## src/rtl/run_ctrl_pkg.sv

```systemverilog
// Shared types and constants for the run controller.
// State encoding, status codes and the ebreak instruction word.
package run_ctrl_pkg;

    typedef enum logic [1:0] {
        ST_IDLE  = 2'd0,
        ST_RUN   = 2'd1,
        ST_DRAIN = 2'd2,
        ST_DONE  = 2'd3
    } state_e;

    localparam logic [2:0] STATUS_RUNNING = 3'd0;
    localparam logic [2:0] STATUS_GOOD    = 3'd1;
    localparam logic [2:0] STATUS_BAD     = 3'd2;
    localparam logic [2:0] STATUS_TIMEOUT = 3'd3;
    localparam logic [2:0] STATUS_HANG    = 3'd4;

    localparam logic [31:0] EBREAK_INST = 32'h0010_0073;

    function automatic logic is_ebreak(input logic [31:0] inst);
        return (inst == EBREAK_INST);
    endfunction

endpackage

```

## src/rtl/sat_counter.sv

```systemverilog
// Up-counter with synchronous clear that sticks at all-ones instead of wrapping.
module sat_counter #(
    parameter int W = 32
) (
    input  logic         clk,
    input  logic         rst,
    input  logic         clr,
    input  logic         inc,
    output logic [W-1:0] q
);

    logic [W-1:0] q_r;

    // Count register: clear has priority over increment
    always_ff @(posedge clk) begin
        if (rst) begin
            q_r <= '0;
        end else if (clr) begin
            q_r <= '0;
        end else if (inc && (q_r != {W{1'b1}})) begin
            q_r <= q_r + W'(1);
        end else begin
            q_r <= q_r;
        end
    end

    assign q = q_r;

endmodule

```

## src/rtl/run_ctrl.sv

```systemverilog
// Simulation run controller: gates the core, counts cycles/retirements and latches exit status.
// Optional RUN_CTRL_SIM_FINISH_EN: report and call $finish on entry to DONE.
module run_ctrl
    import run_ctrl_pkg::*;
#(
    parameter int XLEN         = 32,
    parameter int CYC_W        = 32,
    parameter int MAX_CYCLES   = 1000000,
    parameter int STALL_LIMIT  = 64,
    parameter int DRAIN_CYCLES = 2
) (
    input  logic             clk,
    input  logic             rst,
    input  logic             inst_valid,
    input  logic [31:0]      inst,
    input  logic [XLEN-1:0]  pc,
    input  logic [XLEN-1:0]  a0,
    output logic             run,
    output logic             done,
    output logic [2:0]       status,
    output logic [XLEN-1:0]  exit_code,
    output logic [CYC_W-1:0] cycles,
    output logic [CYC_W-1:0] instret
);

    localparam int STALL_W = (STALL_LIMIT > 1) ? $clog2(STALL_LIMIT) + 1 : 1;

    state_e           state_r, state_s;
    logic [3:0]       drain_r, drain_s;
    logic [2:0]       status_r, status_s;
    logic [XLEN-1:0]  exit_code_r, exit_code_s;
    logic             done_r, done_s;
    logic             run_r, run_s;
    logic [XLEN-1:0]  last_pc_r;
    logic [STALL_W-1:0] stall_q_s;
    logic [CYC_W-1:0] cycles_q_s;
    logic [CYC_W-1:0] instret_q_s;

    logic in_run_s, retire_s, trap_s, hang_s, tmo_s, progress_s;

    assign in_run_s   = (state_r == ST_RUN);
    assign retire_s   = in_run_s && inst_valid;
    assign trap_s     = retire_s && is_ebreak(inst);
    assign progress_s = retire_s && (pc != last_pc_r);
    assign hang_s     = (STALL_LIMIT != 0) && (stall_q_s == STALL_W'(STALL_LIMIT - 1));
    assign tmo_s      = (MAX_CYCLES != 0) && (cycles_q_s == CYC_W'(MAX_CYCLES - 1));

    sat_counter #(.W(CYC_W)) u_cycles (
        .clk (clk), .rst (rst), .clr (1'b0), .inc (in_run_s), .q (cycles_q_s)
    );

    sat_counter #(.W(CYC_W)) u_instret (
        .clk (clk), .rst (rst), .clr (1'b0), .inc (retire_s), .q (instret_q_s)
    );

    // Stall counter restarts only when a retirement lands on a different PC
    sat_counter #(.W(STALL_W)) u_stall (
        .clk (clk), .rst (rst), .clr (progress_s), .inc (in_run_s), .q (stall_q_s)
    );

    // PC of the most recent retirement, used to spot a tight self-loop
    always_ff @(posedge clk) begin
        if (rst) begin
            last_pc_r <= '0;
        end else if (retire_s) begin
            last_pc_r <= pc;
        end else begin
            last_pc_r <= last_pc_r;
        end
    end

    // Next-state and next-output logic; stop events resolve trap > hang > timeout
    always_comb begin
        state_s     = state_r;
        drain_s     = drain_r;
        status_s    = status_r;
        exit_code_s = exit_code_r;
        done_s      = done_r;
        run_s       = run_r;
        case (state_r)
            ST_IDLE: begin
                state_s = ST_RUN;
                run_s   = 1'b1;
            end
            ST_RUN: begin
                if (trap_s || hang_s || tmo_s) begin
                    state_s = ST_DRAIN;
                    run_s   = 1'b0;
                    drain_s = 4'(DRAIN_CYCLES);
                    if (trap_s) begin
                        exit_code_s = a0;
                        status_s    = (a0 == '0) ? STATUS_GOOD : STATUS_BAD;
                    end else if (hang_s) begin
                        status_s = STATUS_HANG;
                    end else begin
                        status_s = STATUS_TIMEOUT;
                    end
                end else begin
                    state_s = ST_RUN;
                end
            end
            ST_DRAIN: begin
                if (drain_r == 4'd0) begin
                    state_s = ST_DONE;
                    done_s  = 1'b1;
                end else begin
                    drain_s = drain_r - 4'd1;
                end
            end
            ST_DONE: begin
                state_s = ST_DONE;
            end
            default: begin
                state_s = ST_IDLE;
                run_s   = 1'b0;
                done_s  = 1'b0;
            end
        endcase
    end

    // State and output registers
    always_ff @(posedge clk) begin
        if (rst) begin
            state_r     <= ST_IDLE;
            drain_r     <= 4'd0;
            status_r    <= STATUS_RUNNING;
            exit_code_r <= '0;
            done_r      <= 1'b0;
            run_r       <= 1'b0;
        end else begin
            state_r     <= state_s;
            drain_r     <= drain_s;
            status_r    <= status_s;
            exit_code_r <= exit_code_s;
            done_r      <= done_s;
            run_r       <= run_s;
        end
    end

`ifdef RUN_CTRL_SIM_FINISH_EN
    // Report the outcome and end simulation on the DRAIN -> DONE transition
    always_ff @(posedge clk) begin
        if (!rst && (state_r == ST_DRAIN) && (state_s == ST_DONE)) begin
            $display("[run_ctrl] status=%0d exit_code=%0d cycles=%0d instret=%0d",
                     status_r, exit_code_r, cycles_q_s, instret_q_s);
            if (status_r == STATUS_GOOD) begin
                $display("*-* All Finished *-*");
            end
            $finish;
        end
    end
`endif

    assign run       = run_r;
    assign done      = done_r;
    assign status    = status_r;
    assign exit_code = exit_code_r;
    assign cycles    = cycles_q_s;
    assign instret   = instret_q_s;

endmodule

```

## config.mk

```make
export PLATFORM = sky130hd
export DESIGN_NAME = run_ctrl
export DESIGN_NICKNAME = d
export VERILOG_FILES = /design/src/rtl/run_ctrl_pkg.sv /design/src/rtl/sat_counter.sv /design/src/rtl/run_ctrl.sv
export SDC_FILE = /design/constraint.sdc
export NUM_CORES = 1
export LEC_CHECK = 0
export ABC_AREA = 1
export BUFFER_PORTS_ARGS = -buffer_cell sky130_fd_sc_hd__buf_2
export CAP_MARGIN = 20
export CORE_ASPECT_RATIO = 0.7
export CORE_MARGIN = 3
export CORE_UTILIZATION = 58
export DETAILED_ROUTE_END_ITERATION = 8
export PLACE_DENSITY = 0.86
export SYNTH_ARGS = -nofsm -noshare
export SYNTH_HDL_FRONTEND = slang
export SYNTH_SLANG_ARGS = --single-unit
```

## constraint.sdc

```tcl
create_clock -name clk -period 3.2 [get_ports clk]
set_clock_uncertainty 0.05 [all_clocks]
set_input_delay 0.8 -clock clk [delete_from_list [all_inputs] [get_ports clk]]
set_output_delay 0.8 -clock clk [all_outputs]
set_load 0.05 [all_outputs]
```

==> impl_summary.log <==
INFO  metric finalSetupTns = 0 ns
INFO  metric synth_cell_type_count = 37
INFO  metric clk-insertion-delay-late = 0.42 ns
INFO  metric route.detailed.wl_per_inst = 14.21 µm
INFO  metric dr_total_vias = 8435
INFO  metric routabilityCongestion = 0.9481
INFO  metric antenna_found_initial = 1
INFO  metric grt_pass1_vias = 7409
INFO  metric drt_first_iter_violations = 684
INFO  metric post-route-drc-count = 0
INFO  metric syn_inst = 1189
INFO  metric synth_edf_count = 0
INFO  metric yosys.area.top_type = sky130_fd_sc_hd__dfxtp_1
INFO  metric post-route-period-util = 86.00%
INFO  metric leakagePower = 0.004138 µW
INFO  metric cts_made_buffers = 17
INFO  metric startpoint_type = flip-flop
INFO  metric crit_path_arrival_time = 2.99 ns
INFO  metric ys.warnings.count = 0
INFO  metric yosys.area.top_type_share = 37.14%
INFO  metric drt-total-wl = 22.21 mm
INFO  metric ratio_of_total_power_to_cell_area = 462.1 nW/µm²
INFO  metric cts.clk_slew.worst_paths = 0.06 ns
INFO  metric topRoutingLayerUsed = met5
INFO  metric die_x = 145.2 µm
INFO  metric floorplan.initialDensity = 61.25%
INFO  metric synth_area = 7869 µm²
INFO  metric count_leader_synth = sky130_fd_sc_hd__nand2_1
INFO  metric cts_root_buf = sky130_fd_sc_hd__clkbuf_16
INFO  metric standard_cell_rows = 34
INFO  metric routed-wl-met2 = 10.14 mm
INFO  metric timing.final.max_slew_violations = 0
INFO  metric drt-vias-per-instance = 5.397
INFO  metric met1Wirelength = 9.708 mm
INFO  metric timing.hold.worst.class = flip-flop to flip-flop
INFO  metric met3WireLength = 2.070 mm
INFO  metric power.total = 4432 µW
INFO  metric final_net_count = 1478
INFO  metric vdd_ir_drop_max = 0.0004483 V
INFO  metric insertedDiodeCount = 0
INFO  metric worst-path-max-fanout = 36
INFO  metric synth_top_cells_by_area = sky130_fd_sc_hd__dfxtp_1 (37%), sky130_fd_sc_hd__nand2_1 (13%), sky130_fd_sc_hd__nor2_1 (10%)
INFO  metric max_slew.worst_pin.slew = 0.8645 ns
INFO  metric route.antenna.remaining_nets = 0
INFO  metric ys_seq_elements = 146
INFO  metric timing.max_cap.violations = 0
INFO  metric ys_top_cells_by_count = sky130_fd_sc_hd__nand2_1 (283), sky130_fd_sc_hd__nor2_1 (210), sky130_fd_sc_hd__dfxtp_1 (146)
INFO  metric grt.overflow.total = 0
INFO  metric worst-endpoint-required = 3.44 ns
INFO  metric critical_path_class = flip-flop to flip-flop
INFO  metric port_buffers = 199
INFO  metric hold_fix_buffers_cts = 0
INFO  metric grt_util_all_layers = 28.52%
INFO  metric cts.sinks = 146
INFO  metric worstSetupEndpointType = flip-flop
INFO  metric global_route_wire_length_before_repair = 35.42 mm
INFO  metric hpwl = 16.01 mm
INFO  metric cts.htree.levels = 4
INFO  metric clock_tree_from_tritoncts = built
INFO  metric detailedRoute.firstPassIterationCount = 7
INFO  metric synthesis.area_per_instance = 6.618 µm²
INFO  metric fraction_of_final_layout_cells_sized_beyond_drive_strength_1 = 19.60%
INFO  metric ios = 200
INFO  metric cts-resized-gates = 0
INFO  metric synthToLayoutAreaGrowth = 21.88%
INFO  metric slew_headroom = 42.23%
INFO  metric syn-num-nets = 1297
INFO  metric vertical_die_dimension = 103.5 µm
INFO  metric ys_seq_area_share = 37.14%
INFO  metric design.die.area = 15020 µm²
INFO  metric max-clock-path-buffers = 2
INFO  metric final-setup-viol-count = 0
INFO  metric fmax = 363.4 MHz
INFO  metric post-route-util = 74.65%
INFO  metric async_flop_share = 0%
INFO  metric cts_setup_buffers = 0
INFO  metric design.core.area = 12850 µm²
INFO  metric status = completed
INFO  metric timing.final.hold_violations = 0
INFO  metric grt_start_max_net_pins = 61
INFO  metric final_critical_path_required_period = 2.752 ns
INFO  metric whs = 0.3966 ns
INFO  metric yosys_most_used_dff = sky130_fd_sc_hd__dfxtp_1
INFO  metric unrepaired_setup_endpoints_after_global_routing = no
[worst paths after layout]
check                          start                   endpoint  slack, ns  cells past startpoint
min reg2reg        done$_SDFFE_PP0P_          done$_SDFFE_PP0P_       0.40                      2
max          state_r[1]$_SDFFE_PP0P_  exit_code[3]$_SDFFE_PP0P_       0.45                      9
max reg2reg  state_r[1]$_SDFFE_PP0P_  exit_code[3]$_SDFFE_PP0P_       0.45                      9
min                done$_SDFFE_PP0P_          done$_SDFFE_PP0P_       0.40                      2
[where the power goes]
group	switching (µW)	internal, µW	total (µW)
Clock	772	1410	2180
Sequential	25.8	1860	1880
Combinational	230	139	369
[metal layers]
metal / vias to the layer above / track usage (%)
met5: - / 0
met3: 36 / 5.618
met4: 2 / 7.659
li1: 4177 / -
met2: 401 / 47.92
met1: 3819 / 38.33
[worst max-delay path, stage by stage (launching register included)]
cell and delay, ns:
sky130_fd_sc_hd__dfxtp_1 0.34, sky130_fd_sc_hd__inv_1 0.09, sky130_fd_sc_hd__ha_1 0.39, sky130_fd_sc_hd__nand2_4 0.28
sky130_fd_sc_hd__nor2_2 0.22, sky130_fd_sc_hd__nand3_1 0.11, sky130_fd_sc_hd__nor2_2 0.13, sky130_fd_sc_hd__nand2_1 0.50
sky130_fd_sc_hd__o21ai_0 0.43, sky130_fd_sc_hd__nor2_1 0.07
[registers in the layout, indices dropped and copies added (netlist names)]
name         count
done             1
last_pc_r       32
u_instret.q     32
exit_code       32
u_stall.q        7
drain_r          4
u_cycles.q      32
status           3
run              1
state_r          2
[cell type report]
type,count,area (µm²)
Timing Repair Buffer,205,1054
Clock buffer,20,446.7
Multi-Input combinational cell,899,4359
Inverter,101,381.6
Fill cell,1068,3257
Tap cell,180,225.2
Sequential cell,146,2923
Clock inverter,12,201.4
[stage by stage]
| stage | cell area [µm²] | setup slack (ns) | std cells |
|---|---|---|---|
| 6_report | 9590 | 0.4481 | 1563 |
| 5_1_grt | 9590 | 0.1490 | 1563 |
| 4_1_cts | 9590 | 0.4502 | 1563 |
| 3_5_place_dp | 8942 | 0.4524 | 1531 |
| 3_3_place_gp | 8942 | 0.5418 | 1531 |
| 2_1_floorplan | 7869 | 1.047 | 1189 |
[cells in the final DEF (no fill, tap or decap), drive strengths merged]
cell type	synthesis	layout
nand2	290	290
nor2	216	216
buf	15	205
dfxtp	146	146
a21oi	108	108
inv	99	102
o21ai	82	82
nand3	43	43
nor3	41	41
xnor2	33	33
xor2	30	30
clkbuf	28	20
nand4	17	17
ha	9	9
or2	8	8
nor4	8	8
bufinv	0	5
nand3b	4	4
a31oi	4	4
clkinv	2	4
nor3b	3	3
and2	2	2
clkinvlp	0	2
and3	1	1
[kinds of logic after synthesis]
kind of cell | after synthesis | share of synthesized area (%)
simple gates | 633 | 34.39
fa+ha+maj | 9 | 1.431
flops | 146 | 37.14
xor+xnor | 63 | 7.012
compound gates | 194 | 12.45
buf+inv | 144 | 7.569
No activity file was read; power rests on OpenSTA's default activity.
